===== config.mk =====
export PLATFORM = sky130hd
export DESIGN_NAME = id_ex_stage_flat
export DESIGN_NICKNAME = d
export VERILOG_FILES = /design/src/rtl/id_ex_stage_if.sv /design/src/rtl/id_ex_stage.sv /design/src/flat_wrapper.sv
export SDC_FILE = /design/constraint.sdc
export NUM_CORES = 1
export LEC_CHECK = 0
export ABC_AREA = 1
export CORE_UTILIZATION = 44
export DETAILED_ROUTE_END_ITERATION = 10
export GPL_TIMING_DRIVEN = 1
export PLACE_DENSITY_LB_ADDON = 0.25
export SYNTH_ARGS = -nofsm -noshare
export SYNTH_HDL_FRONTEND = slang
export SYNTH_SLANG_ARGS = --single-unit
export TNS_END_PERCENT = 10

===== constraint.sdc =====
create_clock -name clk -period 2.1 [get_ports clk]
set_input_delay 0.42 -clock clk [delete_from_list [all_inputs] [get_ports clk]]
set_output_delay 0.42 -clock clk [all_outputs]
set_load 0.005 [all_outputs]

===== src/rtl/id_ex_stage_if.sv =====
// Bundles the ID-side inputs, the write-back inputs used for forwarding,
// the pipeline control signals and the registered EX-side outputs.
interface id_ex_stage_if #(
  parameter int DATA_W = 32,
  parameter int REG_AW = 5
);
  // decoded instruction in ID
  logic [REG_AW-1:0] id_rs, id_rt, id_rd;
  logic [DATA_W-1:0] id_a, id_b;
  logic [15:0]       id_imm;
  logic              id_reg_write, id_mem_read, id_mem_write, id_alu_src, id_reg_dst;
  logic [3:0]        id_alu_op;
  logic              id_valid;
  // write-back info from later stages, used for forwarding
  logic              exm_reg_write;
  logic [REG_AW-1:0] exm_rd;
  logic [DATA_W-1:0] exm_result;
  logic              mwb_reg_write;
  logic [REG_AW-1:0] mwb_rd;
  logic [DATA_W-1:0] mwb_data;
  // pipeline control
  logic              hold, flush, stall;
  // registered EX-side outputs
  logic              ex_valid;
  logic [DATA_W-1:0] ex_a, ex_b, ex_imm;
  logic [REG_AW-1:0] ex_rs, ex_rt, ex_dest;
  logic              ex_reg_write, ex_mem_read, ex_mem_write, ex_alu_src;
  logic [3:0]        ex_alu_op;

  modport master (
    output id_rs, id_rt, id_rd, id_a, id_b, id_imm,
           id_reg_write, id_mem_read, id_mem_write, id_alu_src, id_reg_dst,
           id_alu_op, id_valid,
           exm_reg_write, exm_rd, exm_result,
           mwb_reg_write, mwb_rd, mwb_data, hold, flush,
    input  stall, ex_valid, ex_a, ex_b, ex_imm, ex_rs, ex_rt, ex_dest,
           ex_reg_write, ex_mem_read, ex_mem_write, ex_alu_src, ex_alu_op
  );

  modport slave (
    input  id_rs, id_rt, id_rd, id_a, id_b, id_imm,
           id_reg_write, id_mem_read, id_mem_write, id_alu_src, id_reg_dst,
           id_alu_op, id_valid,
           exm_reg_write, exm_rd, exm_result,
           mwb_reg_write, mwb_rd, mwb_data, hold, flush,
    output stall, ex_valid, ex_a, ex_b, ex_imm, ex_rs, ex_rt, ex_dest,
           ex_reg_write, ex_mem_read, ex_mem_write, ex_alu_src, ex_alu_op
  );
endinterface


===== src/rtl/id_ex_stage.sv =====
// ID/EX pipeline register with operand forwarding at ID, load-use
// detection and flush/hold handling. Priority per edge:
// reset > flush > hold > load-use bubble > normal load.
module id_ex_stage #(
  parameter int DATA_W = 32,
  parameter int REG_AW = 5
) (
  input logic          clk,
  input logic          reset,
  id_ex_stage_if.slave bus
);

  typedef struct packed {
    logic              valid;
    logic [DATA_W-1:0] a;
    logic [DATA_W-1:0] b;
    logic [DATA_W-1:0] imm;
    logic [REG_AW-1:0] rs;
    logic [REG_AW-1:0] rt;
    logic [REG_AW-1:0] dest;
    logic              reg_write;
    logic              mem_read;
    logic              mem_write;
    logic              alu_src;
    logic [3:0]        alu_op;
  } ex_t;

  ex_t               ex_q, ex_d;
  logic [DATA_W-1:0] fwd_a, fwd_b;
  logic              lu;

  // Operand forwarding: EX/MEM wins over MEM/WB; r0 is never forwarded.
  always_comb begin
    fwd_a = bus.id_a;
    if (bus.exm_reg_write && bus.exm_rd != '0 && bus.exm_rd == bus.id_rs)
      fwd_a = bus.exm_result;
    else if (bus.mwb_reg_write && bus.mwb_rd != '0 && bus.mwb_rd == bus.id_rs)
      fwd_a = bus.mwb_data;

    fwd_b = bus.id_b;
    if (bus.exm_reg_write && bus.exm_rd != '0 && bus.exm_rd == bus.id_rt)
      fwd_b = bus.exm_result;
    else if (bus.mwb_reg_write && bus.mwb_rd != '0 && bus.mwb_rd == bus.id_rt)
      fwd_b = bus.mwb_data;
  end

  // A load in EX whose destination is read by the ID instruction cannot be
  // forwarded yet; it costs one bubble and resolves via MEM/WB next cycle.
  assign lu = ex_q.valid && ex_q.mem_read && ex_q.dest != '0 &&
              (ex_q.dest == bus.id_rs || ex_q.dest == bus.id_rt) && bus.id_valid;

  assign bus.stall = (lu || bus.hold) && !reset;

  // Next-state selection; datapath fields are left as-is on flush/bubble.
  always_comb begin
    ex_d = ex_q;
    if (bus.flush || (!bus.hold && lu)) begin
      ex_d.valid     = 1'b0;
      ex_d.reg_write = 1'b0;
      ex_d.mem_read  = 1'b0;
      ex_d.mem_write = 1'b0;
      ex_d.alu_src   = 1'b0;
      ex_d.alu_op    = '0;
    end else if (!bus.hold) begin
      ex_d.valid     = bus.id_valid;
      ex_d.a         = fwd_a;
      ex_d.b         = fwd_b;
      ex_d.imm       = {{(DATA_W-16){bus.id_imm[15]}}, bus.id_imm};
      ex_d.rs        = bus.id_rs;
      ex_d.rt        = bus.id_rt;
      ex_d.dest      = bus.id_reg_dst ? bus.id_rd : bus.id_rt;
      ex_d.reg_write = bus.id_reg_write & bus.id_valid;
      ex_d.mem_read  = bus.id_mem_read  & bus.id_valid;
      ex_d.mem_write = bus.id_mem_write & bus.id_valid;
      ex_d.alu_src   = bus.id_alu_src   & bus.id_valid;
      ex_d.alu_op    = bus.id_valid ? bus.id_alu_op : 4'd0;
    end
  end

  // Pipeline register with synchronous reset.
  always_ff @(posedge clk) begin
    if (reset) ex_q <= '0;
    else       ex_q <= ex_d;
  end

  assign bus.ex_valid     = ex_q.valid;
  assign bus.ex_a         = ex_q.a;
  assign bus.ex_b         = ex_q.b;
  assign bus.ex_imm       = ex_q.imm;
  assign bus.ex_rs        = ex_q.rs;
  assign bus.ex_rt        = ex_q.rt;
  assign bus.ex_dest      = ex_q.dest;
  assign bus.ex_reg_write = ex_q.reg_write;
  assign bus.ex_mem_read  = ex_q.mem_read;
  assign bus.ex_mem_write = ex_q.mem_write;
  assign bus.ex_alu_src   = ex_q.alu_src;
  assign bus.ex_alu_op    = ex_q.alu_op;

endmodule


===== src/flat_wrapper.sv =====
// flat-port wrapper written by rule: the top's interface ports become plain ports
module id_ex_stage_flat 
#(
  parameter int DATA_W = 32,
  parameter int REG_AW = 5
)
  (clk, reset, bus_id_rs, bus_id_rt, bus_id_rd, bus_id_a, bus_id_b, bus_id_imm, bus_id_reg_write, bus_id_mem_read, bus_id_mem_write, bus_id_alu_src, bus_id_reg_dst, bus_id_alu_op, bus_id_valid, bus_exm_reg_write, bus_exm_rd, bus_exm_result, bus_mwb_reg_write, bus_mwb_rd, bus_mwb_data, bus_hold, bus_flush, bus_stall, bus_ex_valid, bus_ex_a, bus_ex_b, bus_ex_imm, bus_ex_rs, bus_ex_rt, bus_ex_dest, bus_ex_reg_write, bus_ex_mem_read, bus_ex_mem_write, bus_ex_alu_src, bus_ex_alu_op);
  id_ex_stage_if #(.DATA_W(DATA_W), .REG_AW(REG_AW)) bus_i ();
  input logic clk;
  input logic reset;
  input wire logic [$bits(bus_i.id_rs)-1:0] bus_id_rs;
  input wire logic [$bits(bus_i.id_rt)-1:0] bus_id_rt;
  input wire logic [$bits(bus_i.id_rd)-1:0] bus_id_rd;
  input wire logic [$bits(bus_i.id_a)-1:0] bus_id_a;
  input wire logic [$bits(bus_i.id_b)-1:0] bus_id_b;
  input wire logic [$bits(bus_i.id_imm)-1:0] bus_id_imm;
  input wire logic [$bits(bus_i.id_reg_write)-1:0] bus_id_reg_write;
  input wire logic [$bits(bus_i.id_mem_read)-1:0] bus_id_mem_read;
  input wire logic [$bits(bus_i.id_mem_write)-1:0] bus_id_mem_write;
  input wire logic [$bits(bus_i.id_alu_src)-1:0] bus_id_alu_src;
  input wire logic [$bits(bus_i.id_reg_dst)-1:0] bus_id_reg_dst;
  input wire logic [$bits(bus_i.id_alu_op)-1:0] bus_id_alu_op;
  input wire logic [$bits(bus_i.id_valid)-1:0] bus_id_valid;
  input wire logic [$bits(bus_i.exm_reg_write)-1:0] bus_exm_reg_write;
  input wire logic [$bits(bus_i.exm_rd)-1:0] bus_exm_rd;
  input wire logic [$bits(bus_i.exm_result)-1:0] bus_exm_result;
  input wire logic [$bits(bus_i.mwb_reg_write)-1:0] bus_mwb_reg_write;
  input wire logic [$bits(bus_i.mwb_rd)-1:0] bus_mwb_rd;
  input wire logic [$bits(bus_i.mwb_data)-1:0] bus_mwb_data;
  input wire logic [$bits(bus_i.hold)-1:0] bus_hold;
  input wire logic [$bits(bus_i.flush)-1:0] bus_flush;
  output wire logic [$bits(bus_i.stall)-1:0] bus_stall;
  output wire logic [$bits(bus_i.ex_valid)-1:0] bus_ex_valid;
  output wire logic [$bits(bus_i.ex_a)-1:0] bus_ex_a;
  output wire logic [$bits(bus_i.ex_b)-1:0] bus_ex_b;
  output wire logic [$bits(bus_i.ex_imm)-1:0] bus_ex_imm;
  output wire logic [$bits(bus_i.ex_rs)-1:0] bus_ex_rs;
  output wire logic [$bits(bus_i.ex_rt)-1:0] bus_ex_rt;
  output wire logic [$bits(bus_i.ex_dest)-1:0] bus_ex_dest;
  output wire logic [$bits(bus_i.ex_reg_write)-1:0] bus_ex_reg_write;
  output wire logic [$bits(bus_i.ex_mem_read)-1:0] bus_ex_mem_read;
  output wire logic [$bits(bus_i.ex_mem_write)-1:0] bus_ex_mem_write;
  output wire logic [$bits(bus_i.ex_alu_src)-1:0] bus_ex_alu_src;
  output wire logic [$bits(bus_i.ex_alu_op)-1:0] bus_ex_alu_op;
  assign bus_i.id_rs = bus_id_rs;
  assign bus_i.id_rt = bus_id_rt;
  assign bus_i.id_rd = bus_id_rd;
  assign bus_i.id_a = bus_id_a;
  assign bus_i.id_b = bus_id_b;
  assign bus_i.id_imm = bus_id_imm;
  assign bus_i.id_reg_write = bus_id_reg_write;
  assign bus_i.id_mem_read = bus_id_mem_read;
  assign bus_i.id_mem_write = bus_id_mem_write;
  assign bus_i.id_alu_src = bus_id_alu_src;
  assign bus_i.id_reg_dst = bus_id_reg_dst;
  assign bus_i.id_alu_op = bus_id_alu_op;
  assign bus_i.id_valid = bus_id_valid;
  assign bus_i.exm_reg_write = bus_exm_reg_write;
  assign bus_i.exm_rd = bus_exm_rd;
  assign bus_i.exm_result = bus_exm_result;
  assign bus_i.mwb_reg_write = bus_mwb_reg_write;
  assign bus_i.mwb_rd = bus_mwb_rd;
  assign bus_i.mwb_data = bus_mwb_data;
  assign bus_i.hold = bus_hold;
  assign bus_i.flush = bus_flush;
  assign bus_stall = bus_i.stall;
  assign bus_ex_valid = bus_i.ex_valid;
  assign bus_ex_a = bus_i.ex_a;
  assign bus_ex_b = bus_i.ex_b;
  assign bus_ex_imm = bus_i.ex_imm;
  assign bus_ex_rs = bus_i.ex_rs;
  assign bus_ex_rt = bus_i.ex_rt;
  assign bus_ex_dest = bus_i.ex_dest;
  assign bus_ex_reg_write = bus_i.ex_reg_write;
  assign bus_ex_mem_read = bus_i.ex_mem_read;
  assign bus_ex_mem_write = bus_i.ex_mem_write;
  assign bus_ex_alu_src = bus_i.ex_alu_src;
  assign bus_ex_alu_op = bus_i.ex_alu_op;
  id_ex_stage #(.DATA_W(DATA_W), .REG_AW(REG_AW)) u_core (.clk(clk), .reset(reset), .bus(bus_i));
endmodule

==> qor.log <==
[routing] total iterations of the first detailed-routing run 6
[grt] first-pass GRT wire length 39900 µm
[sta] count of pins over their slew limit 0
[die] overall die area 17000 µm²
[synth] flop and latch count out of synthesis 104
[placement] global placer's final weighted congestion 0.975
[synth] synth top area cells dfxtp_1, nand2_1, nor2_1
[grt] antenna violations before repair 0
[placement] post-detailed-placement half-perimeter wirelength 19100 µm
[synth] Syn Area/Cell 5.50 µm²
[layout] number of nets at the end of the flow 1775
[die] starting density of the core 45.4%
[layout] post-layout utilization of the core 69.0%
[synth] Netlist cell types 25
[synth] most numerous cell in the Yosys netlist nand2_1
[layout] non-filler instance count after layout 1810
[clocking] maximum count of clock buffers along a single path 2
[clocking] level count of the clock H-tree 3
[routing] total wirelength of the detailed-routed design 26000 µm
[job] # Max-Cap Violations 0
[synth] Post-synth EDFFs 0
[synth] Synth Warn # 0
[synth] net count of the mapped netlist 1506
[grt] maximum number of pins on one net before global-route repair 69
[sta] Setup violations, final 0
[die] boundary pin count 306
[sta] worst slew margin relative to its limit 73.5%
[routing] routed vias 8962
[synth] number of cells produced by synthesis 1321
[die] Cell Rows 46
[sta] Final Cycle Share 95.0%
[die] Core Region 16000 µm²
[grt] gr usage total 30.3%
[critical_path] Critical Setup Path Class in2out
[sta] min cycle time layout 2.00 ns
[synth] Yosys top cell by area dfxtp_1
[placement] Port Buffers 305
[sta] unrepaired setup endpoints after global routing false
[layout] fraction of final layout cells sized beyond drive strength 1 6.27%
[sta] number of hold violations in the final report 0
[critical_path] arrival time at the worst endpoint 1.58 ns
[clocking] Worst-Skew Late Latency 0.36 ns
[sta] worst clock skew 0.0119 ns
[sta] transition at the pin with the smallest max-transition slack 0.397 ns
[clocking] clock tree from TritonCTS done
[layout] Fill cells 1509
[critical_path] Critical Path End Type primary output
[routing] violation count after the first detailed-route iteration 592
[min_path] worst min path class reg2reg
[routing] count of unresolved DRC violations after routing 0
[clocking] total CTS buffers 9
[routing] number of nets with antenna violations after routing 0
[clocking] Clock Sink Count 104
[grt] total congestion overflow 0
[synth] Post-Syn Area 7270 µm²
[sta] highest attainable clock frequency 501 MHz
[synth] post-synthesis sequential area ratio 28.6%
[layout] register cell area after layout 2090 µm²
[placement] instance area after placement 10700 µm²
[synth] synth cell count leaders nand2_1, nor2_1, inv_1, nand3_1, dfxtp_1
[routing] ratio of routed vias to standard cells 4.95
[power] power per cell area 506 nW/µm²
[routing] average detailed-routed wire length per instance 14.4 µm
[synth] commonest register cell after synthesis dfxtp_1
[layout] Ant. Diodes 0
[synth] top cell type's share of synthesized area 28.6%
[critical_path] highest net fanout along the worst path 2
[layout] final instance area 11000 µm²
[layout] Multi-input gate area 3900 µm²
[layout] area grow syn2layout 51.9%
[synth] fraction of registers with async set or reset after synthesis 0%
[clocking] number of hold buffers added after cts 0
[die] width of the die 131 µm
[power] Pleak 5.52 nW
[outcome] status finished, final reports clean
[placement] Post-Place Cells 1795
[critical_path] launching element type of the critical path primary input
[clocking] clock input transition at the sequential cells of the worst setup and hold paths 0.07 ns
[grt] vias in the first global route 8210
[die] die outline height 131 µm
[critical_path] required time of the critical path 1.68 ns
[clocking] CTS root buffer clkbuf_16
[power] worst ir drop on vdd 0.462 mV
==> placed cells by master (no fill, tap or decap), drive strengths merged, types with 4 or more instances in the layout <==
cell type / count
a21oi: 6
a22oi: 8
buf: 56
clkbuf: 11
clkdlybuf4s50: 296
dfxtp: 104
dlygate4sd2: 8
inv: 218
nand2: 372
nand3: 138
nand4: 70
nor2: 283
xnor2: 10
xor2: 4
==> layer usage <==
metal  global-route usage (%)  up-vias  share of wire [%]
li1                         -     4509                  -
met1                     36.4     3944                 40
met2                     52.2      441                 47
met3                     4.36       68                8.7
met4                     16.3        0                4.3
met5                        0        -                  0
==> timing repair <==
item	4_1_cts	5_1_grt
gates resized for setup	15	4
setup buffers	0	0
pin swaps	2	0
endpoints found under the setup margin	1	18
==> sequential cells by signal, summed over array words and instances, names as in the netlist <==
signal / count
u_core.bus.ex_a: 32
u_core.bus.ex_dest: 5
u_core.bus.ex_valid: 1
u_core.bus.ex_alu_src: 1
u_core.bus.ex_rs: 5
u_core.bus.ex_b: 32
u_core.bus.ex_alu_op: 4
u_core.bus.ex_reg_write: 1
u_core.bus.ex_imm: 16
u_core.bus.ex_mem_read: 1
u_core.bus.ex_mem_write: 1
u_core.bus.ex_rt: 5
==> path summary, 6_finish.rpt <==
kind / from / end / cells past startpoint / slack (ns)
setup / recovery: bus_id_rs[4] / bus_stall / 7 / 0.10
hold / removal: u_core.bus.ex_imm[13]$_SDFFE_PP0P_ / u_core.bus.ex_imm[13]$_SDFFE_PP0P_ / 4 / 0.51
setup reg to reg: u_core.bus.ex_dest[2]$_SDFFE_PP0P_ / u_core.bus.ex_b[20]$_SDFFE_PP0P_ / 11 / 0.24
hold reg to reg: u_core.bus.ex_imm[13]$_SDFFE_PP0P_ / u_core.bus.ex_imm[13]$_SDFFE_PP0P_ / 4 / 0.51
==> final cells by class <==
class | count | share of cell area (%)
Tap cell | 216 | 2.45
Clock inverter | 4 | 0.476
Clock buffer | 11 | 2.29
Inverter | 217 | 7.38
Timing Repair Buffer | 360 | 33.2
Multi-Input combinational cell | 898 | 35.3
Sequential cell | 104 | 18.9
==> worst max-delay path: stages <==
cell and delay [ns]:
clkdlybuf4s50_1 0.49, xnor2_1 0.13, nand3_1 0.10, nand2_1 0.11, nand2_2 0.07, a21oi_2 0.12, buf_2 0.13
==> stage by stage <==
| step | hold WS (ns) | total power (W) | setup WS [ns] | TNS [ns] |
|---|---|---|---|---|
| after global routing | 0.539 | 0.00586 | 0.00185 | 0 |
| after detailed placement | 0.502 | 0.00385 | -0.472 | -16.41 |
| after floorplan | 0.505 | 0.00293 | 0.372 | 0 |
| after CTS | 0.513 | 0.00561 | 0.0627 | 0 |
| final | 0.513 | 0.00558 | 0.105 | 0 |
| after global placement | 0.495 | 0.00383 | -0.425 | -12.84 |
==> logic make-up (layout without fill, tap and decap cells) <==
| logic type | Yosys count | count (layout) | share of synthesized area [%] |
|---|---|---|---|
| compound gates | 15 | 15 | 1.36 |
| xor+xnor | 14 | 14 | 1.69 |
| buf+inv | 319 | 592 | 18.2 |
| flops | 104 | 104 | 28.6 |
| mux | 1 | 1 | 0.138 |
| simple gates | 868 | 868 | 49.9 |
==> power breakdown <==
group / internal [W] / total, W / switching (W)
Combinational: 0.000877 / 0.00163 / 0.000756
Clock: 0.000989 / 0.00177 / 0.000778
Sequential: 0.00210 / 0.00218 / 0.0000810
Note: power is estimated with default switching activity, not from simulation.
